$ cat src/rtl/inta_seq_if.sv
// Handshake/bus bundle between the 8259A pins, the INTA# sequencer and the
// CPU core's interrupt entry port. master = sequencer side, slave = environment.
interface inta_seq_if;
  logic       intr;
  logic       if_en;
  logic [7:0] data_in;
  logic       inta_n;
  logic       lock_n;
  logic       busy;
  logic       vec_valid;
  logic       vec_ready;
  logic [7:0] vector;

  modport master (
    input  intr, if_en, data_in, vec_ready,
    output inta_n, lock_n, busy, vec_valid, vector
  );

  modport slave (
    output intr, if_en, data_in, vec_ready,
    input  inta_n, lock_n, busy, vec_valid, vector
  );
endinterface

$ cat src/rtl/inta_seq.sv
// inta_seq: 8086-style two-pulse INTA# sequencer with LOCK#.
// On an enabled request it runs P1 (INTA# low, LOCK# low), G1 (INTA# high,
// LOCK# low), P2 (INTA# low, LOCK# high), captures the vector on the edge
// that ends P2 and offers it to the core over vec_valid/vec_ready.
// Optional feature: define INTA_SYNC_EN to pass intr through a two-flop
// synchronizer (adds two cycles of request latency).
module inta_seq #(
  parameter int PULSE_W = 2,
  parameter int GAP_W   = 2
) (
  input  logic       clk,
  input  logic       reset_n,
  inta_seq_if.master bus
);
  localparam int MAXW = (PULSE_W > GAP_W) ? PULSE_W : GAP_W;
  localparam int CW   = $clog2(MAXW) + 1;
  localparam logic [CW-1:0] PLAST = CW'(PULSE_W - 1);
  localparam logic [CW-1:0] GLAST = CW'(GAP_W - 1);

  typedef enum logic [2:0] {IDLE, P1, G1, P2, VEC} state_t;

  state_t        state;
  logic [CW-1:0] cnt;
  logic          intr_q;
  logic          inta_r, lock_r, busy_r, vld_r;
  logic [7:0]    vec_r;

`ifdef INTA_SYNC_EN
  logic [1:0] sync;
  // two-flop synchronizer for an intr that is asynchronous to clk
  always_ff @(posedge clk) begin
    if (!reset_n) sync <= 2'b00;
    else          sync <= {sync[0], bus.intr};
  end
  assign intr_q = sync[1];
`else
  assign intr_q = bus.intr;
`endif

  // sequencer FSM; every output is registered and changes with the state
  always_ff @(posedge clk) begin
    if (!reset_n) begin
      state  <= IDLE;
      cnt    <= '0;
      inta_r <= 1'b1;
      lock_r <= 1'b1;
      busy_r <= 1'b0;
      vld_r  <= 1'b0;
      vec_r  <= 8'h00;
    end else begin
      case (state)
        IDLE: begin
          if (intr_q && bus.if_en) begin
            state  <= P1;
            cnt    <= '0;
            inta_r <= 1'b0;
            lock_r <= 1'b0;
            busy_r <= 1'b1;
          end
        end
        P1: begin
          if (cnt == PLAST) begin
            state  <= G1;
            cnt    <= '0;
            inta_r <= 1'b1;
          end else begin
            cnt <= cnt + CW'(1);
          end
        end
        G1: begin
          if (cnt == GLAST) begin
            state  <= P2;
            cnt    <= '0;
            inta_r <= 1'b0;
            lock_r <= 1'b1;
          end else begin
            cnt <= cnt + CW'(1);
          end
        end
        P2: begin
          // the 8259A drives the vector during the second pulse; take it on
          // the edge that closes the pulse
          if (cnt == PLAST) begin
            state  <= VEC;
            cnt    <= '0;
            inta_r <= 1'b1;
            vld_r  <= 1'b1;
            vec_r  <= bus.data_in;
          end else begin
            cnt <= cnt + CW'(1);
          end
        end
        VEC: begin
          // IDLE after this edge guarantees one cycle before intr is re-sampled
          if (bus.vec_ready) begin
            state  <= IDLE;
            vld_r  <= 1'b0;
            busy_r <= 1'b0;
          end
        end
        default: begin
          state  <= IDLE;
          cnt    <= '0;
          inta_r <= 1'b1;
          lock_r <= 1'b1;
          busy_r <= 1'b0;
          vld_r  <= 1'b0;
        end
      endcase
    end
  end

  assign bus.inta_n    = inta_r;
  assign bus.lock_n    = lock_r;
  assign bus.busy      = busy_r;
  assign bus.vec_valid = vld_r;
  assign bus.vector    = vec_r;
endmodule

$ cat src/flat_wrapper.sv
// flat-port wrapper written by rule: the top's interface ports become plain ports
module inta_seq_flat 
#(
  parameter int PULSE_W = 2,
  parameter int GAP_W   = 2
)
  (clk, reset_n, bus_intr, bus_if_en, bus_data_in, bus_vec_ready, bus_inta_n, bus_lock_n, bus_busy, bus_vec_valid, bus_vector);
  inta_seq_if bus_i ();
  input  logic clk;
  input  logic reset_n;
  input wire logic [$bits(bus_i.intr)-1:0] bus_intr;
  input wire logic [$bits(bus_i.if_en)-1:0] bus_if_en;
  input wire logic [$bits(bus_i.data_in)-1:0] bus_data_in;
  input wire logic [$bits(bus_i.vec_ready)-1:0] bus_vec_ready;
  output wire logic [$bits(bus_i.inta_n)-1:0] bus_inta_n;
  output wire logic [$bits(bus_i.lock_n)-1:0] bus_lock_n;
  output wire logic [$bits(bus_i.busy)-1:0] bus_busy;
  output wire logic [$bits(bus_i.vec_valid)-1:0] bus_vec_valid;
  output wire logic [$bits(bus_i.vector)-1:0] bus_vector;
  assign bus_i.intr = bus_intr;
  assign bus_i.if_en = bus_if_en;
  assign bus_i.data_in = bus_data_in;
  assign bus_i.vec_ready = bus_vec_ready;
  assign bus_inta_n = bus_i.inta_n;
  assign bus_lock_n = bus_i.lock_n;
  assign bus_busy = bus_i.busy;
  assign bus_vec_valid = bus_i.vec_valid;
  assign bus_vector = bus_i.vector;
  inta_seq #(.PULSE_W(PULSE_W), .GAP_W(GAP_W)) u_core (.clk(clk), .reset_n(reset_n), .bus(bus_i));
endmodule
$ cat config.mk
export PLATFORM = sky130hd
export DESIGN_NAME = inta_seq_flat
export DESIGN_NICKNAME = d
export VERILOG_FILES = /design/src/rtl/inta_seq_if.sv /design/src/rtl/inta_seq.sv /design/src/flat_wrapper.sv
export SDC_FILE = /design/constraint.sdc
export NUM_CORES = 1
export LEC_CHECK = 0
export CAP_MARGIN = 15
export CORE_UTILIZATION = 35
export CTS_BUF_LIST = sky130_fd_sc_hd__clkbuf_16
export DETAILED_ROUTE_END_ITERATION = 10
export GPL_ROUTABILITY_DRIVEN = 0
export PLACE_DENSITY = 0.63
export SLEW_MARGIN = 15
export SYNTH_ARGS = -nofsm -noshare
export SYNTH_HDL_FRONTEND = slang
export SYNTH_SLANG_ARGS = --single-unit
export TNS_END_PERCENT = 100
$ cat constraint.sdc
create_clock -name clk -period 1.5 [get_ports clk]
set_input_delay 0.225 -clock clk [delete_from_list [all_inputs] [get_ports clk]]
set_output_delay 0.225 -clock clk [all_outputs]
set_load 0.02 [all_outputs]
==> results of run 1 <==
per-layer routing:
metal | track usage, % | vias to the layer above
met3 | 3.33 | 2
met5 | 0 | -
met2 | 24.3 | 12
met4 | 10.0 | 0
met1 | 17.2 | 293
li1 | - | 316
stage by stage:
step | instance area [sq um] | setup WS (ns) | hold WS, ns | power (uW) | utilization (%)
after global placement | 1000 | 0.147 | 0.442 | 635 | 50.7
after floorplan | 748 | 0.399 | 0.367 | 569 | -
after detailed placement | 1000 | 0.128 | 0.449 | 637 | 50.7
final | 1080 | 0.0791 | 0.452 | 1150 | 54.7
after CTS | 1080 | 0.0766 | 0.458 | 1160 | 54.7
after global routing | 1080 | 0.0346 | 0.483 | 1200 | 54.7
state kept, by name (all words and copies together), names as in the netlist:
signal / count
u_core.bus.busy: 1
u_core.bus.inta_n: 1
u_core.bus.lock_n: 1
u_core.bus.vec_valid: 1
u_core.bus.vector: 8
u_core.cnt: 2
u_core.state: 3
layout by cell type (no fill, tap or decap), types with 2 or more instances in the layout:
master / n
buf_4: 2
dfxtp_1: 17
or2_2: 2
clkbuf_16: 3
inv_1: 2
mux2i_1: 8
clkdlybuf4s50_1: 24
nand2_1: 19
nor3b_1: 2
nand3b_1: 2
a21oi_1: 4
cell usage after synthesis (all sizes together):
library cell	instances
nor2b	2
o211ai	1
o21a	1
nor2	1
nor4b	1
dfxtp	17
a21oi	4
a21boi	1
nand3b	3
inv	1
and4b	1
o31ai	1
mux2i	8
xor2	1
nand3	1
a2bb2oi	1
a211o	1
clkbuf	2
buf	2
or2	2
and3	1
o21ai	1
o211a	1
or3	1
nor3b	2
nand2	19
final timing paths:
check	start	end	slack [ns]	cells after the start
hold reg to reg	u_core.bus.vector[2]$_SDFFE_PN0P_	u_core.bus.vector[2]$_SDFFE_PN0P_	0.45	2
setup reg to reg	u_core.cnt[0]$_SDFFE_PN0P_	u_core.bus.vector[5]$_SDFFE_PN0P_	0.26	3
hold / removal	u_core.bus.vector[2]$_SDFFE_PN0P_	u_core.bus.vector[2]$_SDFFE_PN0P_	0.45	2
setup / recovery	u_core.bus.vector[4]$_SDFFE_PN0P_	bus_vector[4]	0.08	1
cell type report:
class / count / area, sq um / share of cell area [%]
multi-input cells: 55 / 372 / 34.3
clock buffers: 3 / 75.1 / 6.93
clock inverters: 1 / 3.75 / 0.346
repair buffers: 26 / 255 / 23.6
well taps: 27 / 33.8 / 3.12
inverters: 1 / 3.75 / 0.346
flip-flops and latches: 17 / 340 / 31.4
power breakdown:
part           internal (uW)  switching (uW)
logic                   83.0            61.1
registers                470            13.7
clock network            353             166
cell families after synthesis:
group                  after synthesis  share of synthesized area [%]
AO/OA/AOI/OAI                       12                           11.0
XOR/XNOR                             1                           1.17
buffers and inverters                5                           4.85
flip-flops                          17                           45.5
multiplexers                         8                           10.7
AND/OR/NAND/NOR                     34                           26.8
==> impl_metrics.py, run 1 <==
metrics = {
    "timing": {
        "fin_worst_skew_ns": 0.00218,
        "fin_tns_setup_ns": 0,
        "min_period_over_period_pct": 94.7,
        "finalHoldViolCount": 0,
        "worst_pin_slew_ns": 0.279,
        "rsz0062_at_grt": "false",
        "slew_viol_final": 0,
        "max_slew_margin_pct": 81.3,
        "fmax_mhz": 704,
        "setup_viol": 0,
        "min_period_ns": 1.42,
    },
    "clock_network": {
        "cts_sinks": 17,
        "root_buffer": "clkbuf_16",
        "cts_htree_levels": 1,
        "clkSlewWorstSetupHoldPaths_ns": 0.05,
        "cts_tree": "built",
        "clk_path_buf_depth": 2,
        "cts_setup_buffers": 0,
        "cts-hold-fix-buffers": 0,
        "clk_latency_ns": 0.25,
        "numCtsBuffers": 3,
        "ctsResizeCount": 0,
    },
    "layout": {
        "final.fill_count": 186,
        "n_antenna_cell": 0,
        "finalNonFillerCells": 130,
        "layout-drive-gt1-share_pct": 10.7,
        "finalNetCount": 117,
        "syn_to_final_growth_pct": 44.8,
    },
    "power": {
        "leakagePower_uw": 0.000422,
        "ir_drop_uv": 588,
        "powerDensity_mw_per_mm2": 1060,
    },
    "min_path": {
        "min_path_type": "reg -> reg",
    },
    "die": {
        "initial_core_util_pct": 37.8,
        "core_area_sq_mm": 0.00198,
        "die_h_microns": 48.2,
        "die_w_microns": 48.2,
        "ios": 25,
        "die_area_sq_mm": 0.00233,
        "rows": 16,
    },
    "yosys": {
        "syn-num-nets": 90,
        "synth.avg_cell_area_sq_um": 9.72,
        "synth_cells": 77,
        "yosysWarnings": 0,
        "ys_top_cells_by_area": "dfxtp_1, mux2i_1, nand2_1",
        "seq_area_frac_synth_pct": 45.5,
        "yosysTopAreaCell": "dfxtp_1",
        "ys_seq_elements": 17,
        "syn_area_sq_um": 748,
        "synth_top_area_share_pct": 45.5,
        "synth.distinct_cells": 29,
    },
    "detailed_routing": {
        "drt_iter0_markers": 12,
        "route.met3.wl_microns": 42,
        "dr.pass1.iters": 4,
        "highest_layer": "met4",
        "ant_nets": 0,
        "wl_met2_microns": 758,
        "via_count": 623,
        "route.detailed.drc": 0,
        "drt-wirelength-per-cell_microns": 11.4,
        "viasPerCell": 4.79,
        "totalWireLength_microns": 1480,
        "drt-met1-wl_microns": 650,
    },
    "run_status": {
        "status": "finished clean",
    },
    "global_route": {
        "grt_pass1_wl_microns": 2260,
        "grt_max_degree": 13,
        "grt_pass1_vias": 521,
        "antenna_found_initial": 0,
        "track_usage_pct": 14.8,
        "grt_overflow": 0,
    },
    "place": {
        "io_buffer_count": 24,
        "placed_cells": 126,
        "hpwl_microns": 1040,
    },
    "critical_path": {
        "cpMaxStageDelayCell": "clkdlybuf4s50_1",
        "cp.required_ns": 1.27,
        "cp.buffers_inverters": 1,
        "start_kind": "flop",
        "arrival_ns": 1.20,
        "cp_cell_sequence": "clkdlybuf4s50_1",
        "crit_type": "reg -> out",
        "crit_path_end_kind": "primary output",
        "slowest_delay_ns": 0.61,
        "crit_fanout": 2,
        "cpLargestDelayFamily": "buffers and inverters",
    },
    "flow_run": {
        "max_cap_viol_count": 0,
    },
}
Power figures use the tool's default switching activity.
==> run 2: changes to the inputs <==
Settings changed: HOLD_SLACK_MARGIN set to 0.1, SETUP_SLACK_MARGIN set to 0.3.
==> run 2 against run 1 <==
  * Sequential share of layout area about the same
  * Critical path type unchanged
  * Final cell count increased by 1.5%
  * Routed wire length increased by 3.6%
  * Register-to-register slack improved by 0.10 ns
  * First-iteration DRC count decreased by 17%
  * Setup slack improved by 0.27 ns
==> impl_metrics.py, run 2 (same netlist as run 1, synthesis figures left out) <==
metrics = {
    "run_status": {
        "status": "finished clean",
    },
    "power": {
        "leakagePower_uw": 0.000481,
        "design_power_total_uw": 1150,
        "powerDensity_mw_per_mm2": 1050,
        "ir_drop_uv": 592,
    },
    "critical_path": {
        "cpLargestDelayFamily": "buffers and inverters",
        "ff2ff_setup_slack_ns": 0.36,
        "cp_cell_sequence": "dlygate4sd2_1",
        "cpMaxStageDelayCell": "dlygate4sd2_1",
        "start_kind": "flop",
        "arrival_ns": 0.92,
        "crit_fanout": 2,
        "cp.buffers_inverters": 1,
        "slowest_delay_ns": 0.34,
        "rr_worst_depth": 3,
        "reg2reg_to": "u_core.cnt[1]$_SDFFE_PN0P_",
        "crit_type": "reg -> out",
        "cp.required_ns": 1.27,
        "crit_path_end_kind": "primary output",
        "rr_startpoint": "u_core.state[1]$_SDFFE_PN0P_",
    },
    "global_route": {
        "track_usage_pct": 15.1,
        "grt_pass1_wl_microns": 2310,
        "grt_overflow": 0,
        "grt_pass1_vias": 537,
        "grt_max_degree": 13,
        "antenna_found_initial": 0,
    },
    "detailed_routing": {
        "totalWireLength_microns": 1530,
        "viasPerCell": 4.86,
        "dr.pass1.iters": 4,
        "via_count": 641,
        "route.detailed.drc": 0,
        "drt_iter0_markers": 10,
        "drt-wirelength-per-cell_microns": 11.6,
        "ant_nets": 0,
    },
    "layout": {
        "final.fill_count": 195,
        "finalNetCount": 119,
        "multiInputGateArea_sq_um": 383,
        "syn_to_final_growth_pct": 45.7,
        "regArea_sq_um": 343,
        "final_cell_mix": "nand2_1, dfxtp_1, clkdlybuf4s50_1, dlygate4sd2_1, mux2i_1",
        "largest_reg_flops": 8,
        "n_antenna_cell": 0,
        "layout-drive-gt1-share_pct": 14.3,
        "final_common_cell": "nand2_1",
    },
    "clock_network": {
        "clkSlewWorstSetupHoldPaths_ns": 0.05,
        "cts_sinks": 17,
        "clk_latency_ns": 0.25,
        "root_buffer": "clkbuf_16",
        "numCtsBuffers": 3,
        "clk_path_buf_depth": 2,
        "cts_tree": "built",
        "cts_htree_levels": 1,
    },
    "timing": {
        "fin_worst_skew_ns": 0.00285,
        "finalHoldViolCount": 0,
        "max_slew_margin_pct": 80.6,
        "fmax_mhz": 871,
        "min_period_ns": 1.15,
        "rsz0062_at_grt": "false",
        "fin_tns_setup_ns": 0,
        "min_period_over_period_pct": 76.5,
        "setup_viol": 0,
        "worst_pin_slew_ns": 0.290,
        "slew_viol_final": 0,
    },
    "min_path": {
        "worstHoldEndpoint": "u_core.bus.vector[1]$_SDFFE_PN0P_",
        "whs_path_depth": 2,
        "min_path_type": "reg -> reg",
        "min-delay-start": "u_core.bus.vector[1]$_SDFFE_PN0P_",
    },
    "die": {
        "ios": 25,
        "die_area_sq_mm": 0.00233,
        "initial_core_util_pct": 37.8,
        "rows": 16,
        "core_area_sq_mm": 0.00198,
        "die_h_microns": 48.2,
        "die_w_microns": 48.2,
    },
    "flow_run": {
        "max_cap_viol_count": 0,
    },
    "place": {
        "hpwl_microns": 1040,
        "io_buffer_count": 24,
    },
}
## run 2: metal layers
layer / up-vias / global-route usage, % / part of all wire (%)
li1: 326 / - / -
met5: - / 0 / 0
met2: 12 / 25.3 / 51
met1: 299 / 17.2 / 44
met3: 4 / 3.33 / 2.6
met4: 0 / 10.0 / 2.9
## run 2: worst min-delay path: cells and delay by family (launching register included)
kind / cells / cell delay (ns)
flops: 1 / 0.30
mux: 1 / 0.05
simple gates: 1 / 0.05
## run 2: through the flow
stage / util [%] / area (sq um) / instances / hold slack (ns) / worst slack, ns
floorplan: - / 748 / 77 / 0.367 / 0.399
global placement: 50.7 / 1000 / 126 / 0.442 / 0.147
detailed placement: 50.7 / 1000 / 126 / 0.449 / 0.128
CTS: 54.5 / 1080 / 131 / 0.456 / 0.306
global route: 55.0 / 1090 / 132 / 0.484 / 0.295
finish: 55.0 / 1090 / 132 / 0.450 / 0.352
## run 2: layout make-up
cell class | count | area share [%]
multi-input combinational | 56 | 35.1
sequential | 17 | 31.5
timing repair buffer | 27 | 22.7
clock buffer | 3 | 6.89
tap | 27 | 3.10
clock inverter | 1 | 0.344
inverter | 1 | 0.344
## run 2: timing repair
item	CTS	global route
cloned	1	0
gates resized for setup	12	2
pin swaps	0	0
hold buffers	0	0
setup endpoints to repair	20	10
setup buffers	0	1
## run 2: worst max-delay path by stage
| stage | start | end | cells after the start |
|---|---|---|---|
| detailed placement | bus_intr | u_core.bus.inta_n$_SDFFE_PN1P_ | 4 |
| global route | u_core.state[1]$_SDFFE_PN0P_ | u_core.cnt[0]$_SDFFE_PN0P_ | 3 |
| global placement | bus_intr | u_core.bus.inta_n$_SDFFE_PN1P_ | 4 |
| CTS | u_core.cnt[0]$_SDFFE_PN0P_ | u_core.bus.vector[5]$_SDFFE_PN0P_ | 3 |
| floorplan | u_core.cnt[0]$_SDFFE_PN0P_ | u_core.bus.vector[0]$_SDFFE_PN0P_ | 4 |
| finish | u_core.bus.vector[4]$_SDFFE_PN0P_ | bus_vector[4] | 1 |
## run 2: where the power goes
| group | switching, uW | leakage [uW] | internal (uW) |
|---|---|---|---|
| sequential | 14.1 | 0.000139 | 471 |
| combinational | 62.7 | 0.000299 | 78.6 |
| clock | 168 | 0.0000423 | 354 |
| total | 245 | 0.000481 | 903 |
==> run 3: changes to the inputs <==
Settings changed: PLACE_DENSITY 0.63 to 0.65.
Clock period 1.5 ns to 1 ns, I/O delays scaled along.
==> run 3 against run 2 <==
  * The flow now finishes with violations (setup timing)
  * Clock skew decreased by 0.00066 ns
  * First-iteration DRC count decreased by 60%
  * Setup slack got worse by 0.43 ns
  * Count of clock-buffer cells in the layout unchanged
  * Cell area increased by 24%
  * Combinational power increased by 130%
  * Final cell count increased by 14%
  * Worst hold slack improved by 0.0071 ns
  * Core utilization increased by 13 points
  * Routed wire length increased by 14%
  * Largest power group unchanged
==> impl_metrics.py, run 3 (same netlist as run 1, synthesis figures left out) <==
metrics = {
    "run_status": {
        "status": "finished, violations left",
        "violations": "setup timing",
    },
    "timing": {
        "fmax_mhz": 929,
        "min_period_over_period_pct": 108,
        "worst_slack_ns": -0.0765,
        "fin_worst_skew_ns": 0.00219,
        "min_period_ns": 1.08,
        "slew_viol_final": 0,
        "rsz0062_at_grt": "true",
        "whs_ns": 0.457,
        "finalHoldViolCount": 0,
        "worst_pin_slew_ns": 0.259,
        "setup_viol": 12,
        "max_slew_margin_pct": 82.5,
    },
    "clock_network": {
        "cts_htree_levels": 1,
        "cts_tree": "built",
        "clk_latency_ns": 0.24,
        "cts_sinks": 17,
        "clkSlewWorstSetupHoldPaths_ns": 0.05,
        "numCtsBuffers": 3,
        "cts-hold-fix-buffers": 0,
        "root_buffer": "clkbuf_16",
        "clk_path_buf_depth": 2,
    },
    "layout": {
        "finalNetCount": 137,
        "largest_reg_flops": 8,
        "syn_to_final_growth_pct": 80.8,
        "n_antenna_cell": 0,
        "final_cell_mix": "nand2_1, buf_4, buf_6, dfxtp_2, clkdlybuf4s50_1",
        "layout-drive-gt1-share_pct": 57.7,
    },
    "power": {
        "design_power_total_uw": 1830,
        "clock_power_share_pct": 42.7,
        "p_sw_uw": 401,
        "seqPwrFrac_pct": 39.9,
        "powerDensity_mw_per_mm2": 1360,
        "leakagePower_uw": 0.000575,
        "ir_drop_uv": 1160,
        "swShare_pct": 21.9,
        "intPower_uw": 1430,
        "combinationalPowerShare_pct": 17.4,
    },
    "die": {
        "rows": 16,
        "die_h_microns": 48.2,
        "die_area_sq_mm": 0.00233,
        "initial_core_util_pct": 37.8,
        "core_area_sq_mm": 0.00198,
        "die_w_microns": 48.2,
        "ios": 25,
    },
    "critical_path": {
        "cpMaxStageDelayCell": "dfxtp_2",
        "arrival_ns": 1.24,
        "cp_cell_sequence": "nor2b_4 -> and4b_4 -> mux2i_1",
        "rr_worst_depth": 3,
        "crit_type": "reg -> reg",
        "crit_path_end_kind": "flop",
        "crit_fanout": 5,
        "worst-path-stages": 3,
        "cp.buffers_inverters": 0,
        "start_kind": "flop",
        "cp.required_ns": 1.16,
        "cpLargestDelayFamily": "simple AND/OR/NAND/NOR gates",
        "slowest_delay_ns": 0.33,
    },
    "global_route": {
        "track_usage_pct": 15.6,
        "grt_pass1_vias": 574,
        "grt_max_degree": 17,
        "antenna_found_initial": 0,
        "grt_pass1_wl_microns": 2500,
        "grt_overflow": 0,
    },
    "detailed_routing": {
        "dr.pass1.iters": 4,
        "drt-wirelength-per-cell_microns": 11.6,
        "totalWireLength_microns": 1750,
        "drt_iter0_markers": 4,
        "viasPerCell": 4.58,
        "ant_nets": 0,
        "route.detailed.drc": 0,
        "via_count": 687,
    },
    "place": {
        "io_buffer_count": 24,
        "hpwl_microns": 1140,
    },
    "min_path": {
        "min_path_type": "in -> reg",
        "whs_path_depth": 3,
    },
    "flow_run": {
        "max_cap_viol_count": 0,
    },
}
==> run 3: cell count changes in the layout (fill, tap and decap cells not counted), sizes merged <==
cell / change
buf: +30
dlygate4sd2: -12
==> run 3: repair_timing <==
item	CTS	global route
gates resized for setup	88	10
setup buffers	1	3
pin swaps	8	7
gates cloned	1	0
endpoints found under the setup margin	29	29
==> run 3: per-stage QoR <==
stage / util [%] / instances / worst slack [ns] / setup TNS (ns) / instance area [sq um]
after global placement: 57.3 / 141 / -0.257 / -3.77 / 1140
after CTS: 65.7 / 147 / -0.0626 / -0.704 / 1300
after detailed placement: 57.3 / 141 / -0.289 / -4.01 / 1140
final: 68.2 / 150 / -0.0765 / -0.599 / 1350
after floorplan: - / 77 / -0.0741 / -0.722 / 767
after global routing: 68.2 / 150 / -0.146 / -1.40 / 1350
==> run 3: worst min-delay path, cell delays in order <==
cell             delay, ns
clkdlybuf4s50_1       0.40
nand2_1               0.05
mux2i_1               0.06
==> run 3: area by class of cell <==
class / count / area (sq um)
clock buffer: 3 / 75.1
timing repair buffer: 45 / 420
sequential: 17 / 369
tap: 27 / 33.8
inverter: 1 / 3.75
fill: 151 / 629
clock inverter: 1 / 3.75
multi-input combinational: 56 / 447
==> run 3: per-layer routing <==
metal  vias up  part of all wire, %  GRT usage, %
met5         -                    0             0
met4         0                  1.4          6.67
met3         2                  3.8          3.33
met2        18                   45          23.2
met1       306                   50          21.6
li1        361                    -             -
==> run 3: power by group through the flow <==
stage	Clock (uW)	Sequential [uW]	Combinational, uW
6_report	783	731	320
5_1_grt	827	735	345
4_1_cts	792	730	312
3_5_place_dp	0	733	275
3_3_place_gp	0	734	269
2_1_floorplan	0	752	103
==> run 3: final timing paths <==
path                                     start                           endpoint  slack [ns]
min reg2reg  u_core.bus.vector[2]$_SDFFE_PN0P_  u_core.bus.vector[2]$_SDFFE_PN0P_        0.46
min                             bus_data_in[2]  u_core.bus.vector[2]$_SDFFE_PN0P_        0.46
max reg2reg         u_core.cnt[0]$_SDFFE_PN0P_  u_core.bus.vector[4]$_SDFFE_PN0P_       -0.08
max                 u_core.cnt[0]$_SDFFE_PN0P_  u_core.bus.vector[4]$_SDFFE_PN0P_       -0.08
